File: src/rtl/seg7_pkg.sv
// Shared 7-segment encoding table and decode helper.
// Used by the display encoder and by seg7_frame_decoder.
package seg7_pkg;

  localparam int SEG_W = 7;
  localparam logic [3:0] DIGIT_BLANK = 4'hF;
  localparam logic [3:0] DIGIT_BAD = 4'hE;

  typedef logic [SEG_W-1:0] seg_t;

  localparam seg_t SEG_TABLE [0:9] = '{
    7'b1111110, 7'b1100000, 7'b1011101,
    7'b1111001, 7'b1100011, 7'b0111011,
    7'b0111111, 7'b1101000, 7'b1111111,
    7'b1111011
  };

  typedef struct packed {
    logic       bad;
    logic       blank;
    logic [3:0] nibble;
  } seg_dec_t;

  function automatic seg_dec_t seg_decode(
    input seg_t seg
  );
    seg_dec_t d;
    d.bad = 1'b1;
    d.blank = 1'b0;
    d.nibble = DIGIT_BAD;
    if (seg == '0) begin
      d.bad = 1'b0;
      d.blank = 1'b1;
      d.nibble = DIGIT_BLANK;
    end
    for (int i = 0; i < 10; i++) begin
      if (seg == SEG_TABLE[i]) begin
        d.bad = 1'b0;
        d.nibble = 4'(i);
      end
    end
    return d;
  endfunction

endpackage

File: src/rtl/seg7_digit_capture.sv
// Per-digit stability counter; emits one accept pulse per
// stable dwell together with the selected slot index.
module seg7_digit_capture
  import seg7_pkg::*;
#(
  parameter int DIGITS = 4,
  parameter int STABLE_CYCLES = 3,
  parameter int IDX_W = (DIGITS > 1) ? $clog2(DIGITS) : 1
) (
  input  logic              clk,
  input  logic              rst_n,
  input  logic [SEG_W-1:0]  seg_in,
  input  logic [DIGITS-1:0] dig_sel,
  output logic              accept,
  output logic [IDX_W-1:0]  slot,
  output logic              multi_hot
);

  localparam int CNT_W = $clog2(STABLE_CYCLES + 1);
  localparam logic [CNT_W-1:0] CNT_MAX = CNT_W'(STABLE_CYCLES);
  localparam logic [CNT_W-1:0] CNT_ONE = CNT_W'(1);

  seg_t              prev_seg_q, prev_seg_d;
  logic [DIGITS-1:0] prev_sel_q, prev_sel_d;
  logic [CNT_W-1:0]  cnt_q, cnt_d;
  logic              one_hot;
  logic              same;

  always_comb begin
    one_hot = $onehot(dig_sel);
    multi_hot = (|dig_sel) && !one_hot;
    same = (seg_in == prev_seg_q) &&
           (dig_sel == prev_sel_q);
    prev_seg_d = seg_in;
    prev_sel_d = dig_sel;
    cnt_d = cnt_q;
    if (!one_hot) begin
      cnt_d = '0;
    end else if (!same) begin
      cnt_d = CNT_ONE;
    end else if (cnt_q != CNT_MAX) begin
      cnt_d = cnt_q + CNT_ONE;
    end
    // saturation keeps a long dwell from accepting twice
    accept = one_hot && (cnt_d == CNT_MAX) &&
             !(same && (cnt_q == CNT_MAX));
    slot = '0;
    for (int i = 0; i < DIGITS; i++) begin
      if (dig_sel[i]) slot = IDX_W'(i);
    end
  end

  always_ff @(posedge clk or negedge rst_n) begin
    if (!rst_n) begin
      prev_seg_q <= '0;
      prev_sel_q <= '0;
      cnt_q <= '0;
    end else begin
      prev_seg_q <= prev_seg_d;
      prev_sel_q <= prev_sel_d;
      cnt_q <= cnt_d;
    end
  end

endmodule

File: src/rtl/seg7_frame_decoder.sv
// Reconstructs the multiplexed 7-segment frame into BCD nibbles.
// Option SEG7_DEC_CHANGE_ONLY_EN: pulse frame_valid only on change.
module seg7_frame_decoder
  import seg7_pkg::*;
#(
  parameter int DIGITS = 4,
  parameter int STABLE_CYCLES = 3
) (
  input  logic                clk,
  input  logic                rst_n,
  input  logic [6:0]          seg_in,
  input  logic [DIGITS-1:0]   dig_sel,
  input  logic                clear_err,
  output logic [4*DIGITS-1:0] number_out,
  output logic [DIGITS-1:0]   blank_mask,
  output logic                frame_valid,
  output logic                err_pattern,
  output logic                err_sel
);

  localparam int IDX_W = (DIGITS > 1) ? $clog2(DIGITS) : 1;

  logic             accept;
  logic [IDX_W-1:0] slot;
  logic             multi_hot;
  seg_dec_t         dec;
  logic             full;

  logic [4*DIGITS-1:0] shadow_num_q, shadow_num_d;
  logic [DIGITS-1:0]   shadow_blank_q, shadow_blank_d;
  logic [DIGITS-1:0]   mask_q, mask_d;
  logic [4*DIGITS-1:0] number_q, number_d;
  logic [DIGITS-1:0]   blank_q, blank_d;
  logic                fv_q, fv_d;
  logic                err_pat_q, err_pat_d;
  logic                err_sel_q, err_sel_d;
`ifdef SEG7_DEC_CHANGE_ONLY_EN
  logic                first_q, first_d;
`endif

  seg7_digit_capture #(
    .DIGITS(DIGITS),
    .STABLE_CYCLES(STABLE_CYCLES),
    .IDX_W(IDX_W)
  ) u_capture (
    .clk(clk),
    .rst_n(rst_n),
    .seg_in(seg_in),
    .dig_sel(dig_sel),
    .accept(accept),
    .slot(slot),
    .multi_hot(multi_hot)
  );

  always_comb begin
    dec = seg_decode(seg_in);
    full = &mask_q;
    shadow_num_d = shadow_num_q;
    shadow_blank_d = shadow_blank_q;
    mask_d = full ? '0 : mask_q;
    for (int i = 0; i < DIGITS; i++) begin
      if (accept && (slot == IDX_W'(i))) begin
        shadow_num_d[4*i +: 4] = dec.nibble;
        shadow_blank_d[i] = dec.blank;
        mask_d[i] = 1'b1;
      end
    end
    number_d = number_q;
    blank_d = blank_q;
    fv_d = 1'b0;
`ifdef SEG7_DEC_CHANGE_ONLY_EN
    first_d = first_q;
`endif
    if (full) begin
      number_d = shadow_num_q;
      blank_d = shadow_blank_q;
`ifdef SEG7_DEC_CHANGE_ONLY_EN
      fv_d = first_q ||
             (number_q != shadow_num_q) ||
             (blank_q != shadow_blank_q);
      first_d = 1'b0;
`else
      fv_d = 1'b1;
`endif
    end
    // a fresh error outranks a same-cycle clear
    err_pat_d = (accept && dec.bad) ||
                (err_pat_q && !clear_err);
    err_sel_d = multi_hot ||
                (err_sel_q && !clear_err);
  end

  always_ff @(posedge clk or negedge rst_n) begin
    if (!rst_n) begin
      shadow_num_q <= '0;
      shadow_blank_q <= '1;
      mask_q <= '0;
      number_q <= '0;
      blank_q <= '1;
      fv_q <= 1'b0;
      err_pat_q <= 1'b0;
      err_sel_q <= 1'b0;
    end else begin
      shadow_num_q <= shadow_num_d;
      shadow_blank_q <= shadow_blank_d;
      mask_q <= mask_d;
      number_q <= number_d;
      blank_q <= blank_d;
      fv_q <= fv_d;
      err_pat_q <= err_pat_d;
      err_sel_q <= err_sel_d;
    end
  end

`ifdef SEG7_DEC_CHANGE_ONLY_EN
  always_ff @(posedge clk or negedge rst_n) begin
    if (!rst_n) first_q <= 1'b1;
    else first_q <= first_d;
  end
`endif

  assign number_out = number_q;
  assign blank_mask = blank_q;
  assign frame_valid = fv_q;
  assign err_pattern = err_pat_q;
  assign err_sel = err_sel_q;

endmodule

File: config.mk
export PLATFORM = sky130hd
export DESIGN_NAME = seg7_frame_decoder
export DESIGN_NICKNAME = d
export VERILOG_FILES = /design/src/rtl/seg7_pkg.sv /design/src/rtl/seg7_digit_capture.sv /design/src/rtl/seg7_frame_decoder.sv
export SDC_FILE = /design/constraint.sdc
export NUM_CORES = 1
export LEC_CHECK = 0
export BUFFER_PORTS_ARGS = -buffer_cell sky130_fd_sc_hd__buf_2
export CAP_MARGIN = 5
export CORE_MARGIN = 3
export CORE_UTILIZATION = 35
export DETAILED_ROUTE_END_ITERATION = 7
export PLACE_DENSITY = 0.52
export SLEW_MARGIN = 20
export SYNTH_ARGS = -nofsm -noshare
export SYNTH_HDL_FRONTEND = slang
export SYNTH_SLANG_ARGS = --single-unit
File: constraint.sdc
create_clock -name clk -period 1.7 [get_ports clk]
set_input_delay 0.34 -clock clk [delete_from_list [all_inputs] [get_ports clk]]
set_output_delay 0.34 -clock clk [all_outputs]
set_load 0.005 [all_outputs]
# ---- After elaboration in Yosys (flattened, before gate mapping)
# Index checks and enable logic that the tools add are counted.
dict set report word_totals {
  reg_bits 60
  input_bits 14
  output_inout_bits 23
  wordCells 101
}
dict set report op_classes {
  add_sub_neg 4
  eq_ne 19
  muxes 33
  reduce_logical 25
}
# cell n
set ops {}
lappend ops {{7-bit == test (second input constant)} 8}
lappend ops {{4-bit two-way mux} 11}
lappend ops {{1-bit two-way mux} 16}
lappend ops {{7-bit by 6-bit == test with 1-bit output (second input constant)} 2}
lappend ops {{1-bit logical AND} 12}
lappend ops {{2-bit two-way mux} 5}
lappend ops {{2-bit == test (second input constant)} 4}
lappend ops {{2-bit nonzero test} 4}
lappend ops {{7-bit == test} 1}
lappend ops {{7-bit zero test} 1}
lappend ops {{6-bit two-way mux} 1}
lappend ops {{1-bit by 1-bit adder with 2-bit output} 2}
lappend ops {{4-bit == test} 1}
lappend ops {{4-bit AND reduction} 1}
lappend ops {{4-bit OR reduction} 1}
lappend ops {{3-bit adder} 1}
lappend ops {{3-bit by 1-bit == test with 1-bit output (second input constant)} 1}
lappend ops {{1-bit zero test} 3}
lappend ops {{2-bit by 1-bit adder with 2-bit output (second input constant)} 1}
lappend ops {{2-bit by 1-bit == test with 1-bit output (second input constant)} 1}
lappend ops {{2-bit zero test} 1}
lappend ops {{1-bit logical OR} 2}
lappend ops {{2-bit != test (second input constant)} 1}

# ---- Logic depth before layout (Yosys ltp)
dict set report depth {
  ltp_word 14
  depth_mapped 9
  mapped_depth_nobuf 9
}

# ---- Cells and area by module
# From an unflattened synthesis, not the netlist that was laid out.
dict set report hier_totals {
  hier_cells 253
  area_unflattened_um2 2555.0
}
# mod instances cells_each area_each_um2 seq_area_each_um2
set by_module_without_submodules {}
lappend by_module_without_submodules {seg7_frame_decoder 1 206 1976.9 1186.1}
lappend by_module_without_submodules {seg7_digit_capture 1 47 578.1 325.3}

# ---- Worst setup path before layout
# No wires, ideal clock.
dict set report synth_path {
  path_kind {input port to flip-flop}
  start {in dig_sel[2]}
  end {reg shadow_num_q[4]}
  setup_time_ns 0.128
  t_arrival_ns 2.294
  required_time_ns 1.572
  slack_ns -0.722
  path_stages 9
  path_buffers 0
  path_cell_list {inv_1 ha_1 ha_1 inv_1 fa_1 nand3_1 nor3_4 nand4b_2 mux2_1}
}
dict set report synth_between {
  elab_chain_len 8
  elab_cells_between_ends 16
  cone_classes {2 x add/sub; 4 x eq/ne; 4 x mux; 6 x reduce/logical}
}
# element line
set synth_lines {}
lappend synth_lines {{start: declaration} seg7_frame_decoder.sv:12} ;# input logic [DIGITS-1:0] dig_sel,
lappend synth_lines {{1-bit by 1-bit adder with 2-bit output (not written as such) or 4-bit == test (tied branches)} {seg7_digit_capture.sv:30, seg7_digit_capture.sv:33}}
lappend synth_lines {{3-bit adder (not written as such) or 1-bit logical AND (tied branches)} {seg7_digit_capture.sv:30, seg7_digit_capture.sv:32}}
lappend synth_lines {{3-bit by 1-bit == test with 1-bit output or 2-bit two-way mux (tied branches)} {seg7_digit_capture.sv:30, seg7_digit_capture.sv:39}}
lappend synth_lines {{2-bit two-way mux} seg7_digit_capture.sv:37} ;# if (!one_hot) begin
lappend synth_lines {{2-bit == test} seg7_digit_capture.sv:45} ;# accept = one_hot && (cnt_d == CNT_MAX) &&
lappend synth_lines {{1-bit logical AND (2 in a row)} seg7_digit_capture.sv:45}
lappend synth_lines {{1-bit logical AND (*)} seg7_frame_decoder.sv:62} ;# if (accept && (slot == IDX_W'(i))) begin
lappend synth_lines {{end signal: assignment} seg7_frame_decoder.sv:104} ;# shadow_num_q <= shadow_num_d;
lappend synth_lines {{end: declaration} seg7_frame_decoder.sv:29} ;# logic [4*DIGITS-1:0] shadow_num_q, shadow_num_d;
# Mark *: on every way between the ends. The rest lies on a longest branch, timed or not.
# A chain may end at the register's enable or synchronous reset.

# ---- Final worst setup path
dict set report layout_path {
  start {in dig_sel[3]}
  end {reg shadow_num_q[4]}
}
# Same word-level chain as after synthesis.

==> results.cfg <==
[logic_synthesis]
muxShareOfSynthArea = 0.08148
synth_xor_area_frac = 0.04722
synth_simple_gate_area_frac = 0.1523
netlist_instances = 242
synthDistinctLibCells = 40
synth_fp_nets = 264
synth.avg_cell_area_um2 = 11.17
ys_top_cells_by_area = dfrtp_1 48%, dfstp_2 7.8%, nand2_1 6.9%, mux2i_1 4.8%, inv_1 3.5%
yosysMostFrequentCell = dfrtp_1
synth_area_um2 = 2703
yosys_register_bits = 60
synth_edf_count = 0
synth_top_area_frac = 0.4815
synth_compound_area_frac = 0.05926
synth_top_family_by_area = simple AND/OR/NAND/NOR gates
yosysSeqAreaShare = 0.5593
yosys.area.top_type = dfrtp_1
synthAdderAreaFrac = 0.03981
synth_common_cells = 52 x dfrtp_1, 50 x nand2_1, 25 x inv_1
ys_async_sr_fraction = 1.000
ys.flop_type = dfrtp_1
yosysWarnings = 0

[setup_path]
critPathMaxFanout = 5
critPathCaptureType = register
crit_slowest_cell = fa_1
crit_family = adder cells
worstSetupStartpointType = input port
path_cells = buf_8 > inv_4 > ha_4 > ha_4 > inv_2 > fa_1 > nand3_2 > nor3_4 > buf_12 > nand4b_4 > mux2_4
critical_path.most_common_cell = ha_4
critPathKind = input port to register
cp_slowest_stage_delay_ns = 0.48
path_buf_inv = 4
critPathArrivalTime_ns = 2.18
cp.required_ns = 1.93

[pwr]
p_clk_frac = 0.461
p_switching_w = 0.0007096
switching_share = 0.2161
power_frac_comb = 0.092
pwr-share-seq = 0.447
power_density_nw_per_um2 = 875.6
p_leak_nw = 2.003
p_int_w = 0.002574
ir_worst_vdd_mv = 0.3904

[sta]
slew_viol_final = 0
finalHoldViolations = 0
finalCriticalPeriod_ns = 1.954
report.final.setup_viol = 24
rsz0062_at_grt = yes
slew_headroom = 0.5069
worst_clock_skew_ns = 0.008327
final.setup.worst_slack_ns = -0.2544
fmax_ghz = 0.5117
min_period_over_period = 1.150
setup-tns-final_ns = -4.720
tightestPinTransition_ns = 0.7301

[place]
io_buffers = 36
place_area_um2 = 3426
place_ws_ns = -0.8067
place.gp.congestion = 0.7762
dp_hpwl_um = 3858

[clock_network]
h-tree-depth = 3
clock-sinks = 60
clk_path_buf_depth = 2
cts_tree = built
numCtsBuffers = 9
cts-root-buf = clkbuf_8
clkTransAtPathRegs_ns = 0.07
clk_latency_ns = 0.34

[global_route]
overflow = 0
grt_usage = 0.1337
grt_max_degree = 61
met3_usage = 0.03606
grt_pass1_wl_um = 8949
use_met1 = 0.1794
antenna_found_initial = 0
groute.layer.met2.usage = 0.1922
grt_busiest_layer = met2
grt_pass1_vias = 1883

[die]
core_area_um2 = 7370
die_area_um2 = 8813
num_io_pins = 37
die_x_um = 93.88
rows = 31
start_util = 0.3667
die_h_um = 93.88

[detailed_routing]
vias_per_cell = 4.452
via_count = 1910
routed_wl_um = 5244
drc_errors = 0
ant_nets = 0
firstDrtPassIters = 4
routedWlPerCell_um = 12.22
dr.first_iter.drc_count = 77

[finish]
drive_gt1_frac = 0.4091
multi_input_area_um2 = 1126
area_growth_pct = 38.75
seqCellArea_um2 = 1511
nFillCells = 701
final_nets = 347
diodes = 0
design_area_um2 = 3750

[job]
drv_cap = 0

[run_status]
status = finished, violations left
violations = negative setup slack

[hold_path]
hold_path.class = input port to register
## repair_timing
item | in CTS | in global routing
pin swaps | 7 | 1
hold buffers | 1 | 0
gates cloned | 0 | 0
setup endpoints to repair | 25 | 26
buffers inserted | 2 | 0
gates resized for setup | 15 | 4
hold endpoints to repair | 8 | 0
## power groups by stage
stage                     clock [W]  combinational (W)  sequential (W)
after floorplan                   0           0.000144         0.00149
after global placement            0           0.000283         0.00149
after detailed placement          0           0.000286         0.00149
after CTS                   0.00156           0.000306         0.00147
after global routing        0.00163           0.000336         0.00147
final                       0.00151           0.000302         0.00147
## metrics by stage
stage / instances / hold WS (ns) / power, W / util
finish: 429 / 0.1779 / 0.003284 / 0.5088
global route: 429 / 0.1620 / 0.003432 / 0.5088
CTS: 429 / 0.1533 / 0.003335 / 0.5063
detailed placement: 410 / 0.3742 / 0.001778 / 0.4649
global placement: 410 / 0.3727 / 0.001775 / 0.4649
floorplan: 242 / 0.04441 / 0.001635 / -
## sequential cells by signal (all words and copies together), names as in the netlist
register,cells
mask_q,4
err_sel,1
u_capture.cnt_q,2
blank_mask,4
frame_valid,1
number_out,16
shadow_blank_q,4
err_pattern,1
shadow_num_q,16
u_capture.prev_sel_q,4
u_capture.prev_seg_q,7
## routing by layer
layer / vias up / part of all wire
met5: - / 0
met4: 0 / 0.023
met3: 11 / 0.038
met2: 32 / 0.45
met1: 897 / 0.49
li1: 970 / -
## placed cells by master, fill, tap and decap left out, types with 3 or more instances in the layout
cell / Yosys / final
nand3_1: 5 / 4
o21ai_0: 16 / 16
xnor2_1: 9 / 9
buf_6: 4 / 3
clkbuf_8: 0 / 9
mux2_2: 6 / 6
inv_1: 25 / 20
ha_4: 0 / 3
buf_2: 2 / 32
nand2_1: 50 / 47
nor2_1: 3 / 3
buf_12: 0 / 6
dfstp_2: 8 / 8
bufinv_16: 0 / 3
nor3_1: 3 / 3
buf_8: 0 / 3
mux2i_1: 13 / 13
dfrtp_1: 52 / 52
ha_1: 7 / 4
xnor2_2: 3 / 3
buf_4: 0 / 36
## worst paths after layout
path / start / cells past startpoint / slack, ns / to
setup / recovery: dig_sel[3] / 11 / -0.25 / shadow_num_q[4]
hold / removal: seg_in[5] / 1 / 0.18 / u_capture.prev_seg_q[5]
setup reg to reg: u_capture.prev_seg_q[3] / 6 / 0.06 / shadow_num_q[0]
hold reg to reg: number_out[0] / 2 / 0.47 / number_out[0]
max in group asynchronous: rst_n / 3 / 0.85 / shadow_blank_q[3]
min in group asynchronous: rst_n / 3 / 0.54 / number_out[2]
## final cells by class
class / count / area share
Tap cell: 99 / 0.03303
Sequential cell: 60 / 0.4031
Timing Repair Buffer: 81 / 0.1705
Clock inverter: 5 / 0.02669
Multi-Input combinational cell: 147 / 0.3003
Inverter: 26 / 0.03136
Clock buffer: 11 / 0.03504
## logic make-up after synthesis
| family | Yosys count |
|---|---|
| AO/OA/AOI/OAI | 27 |
| AND/OR/NAND/NOR | 79 |
| flip-flops | 60 |
| XOR/XNOR | 12 |
| buffers and inverters | 35 |
| multiplexers | 21 |
| adder cells (fa/ha/maj) | 8 |
## worst register-to-register path, cell delays in order (launching register included)
cell,delay [ns]
dfrtp_1,0.40
xnor2_2,0.15
nand3_1,0.16
nor3_4,0.24
buf_12,0.15
nand4_4,0.12
mux2_4,0.31
Note: power is estimated with default switching activity, not from simulation.
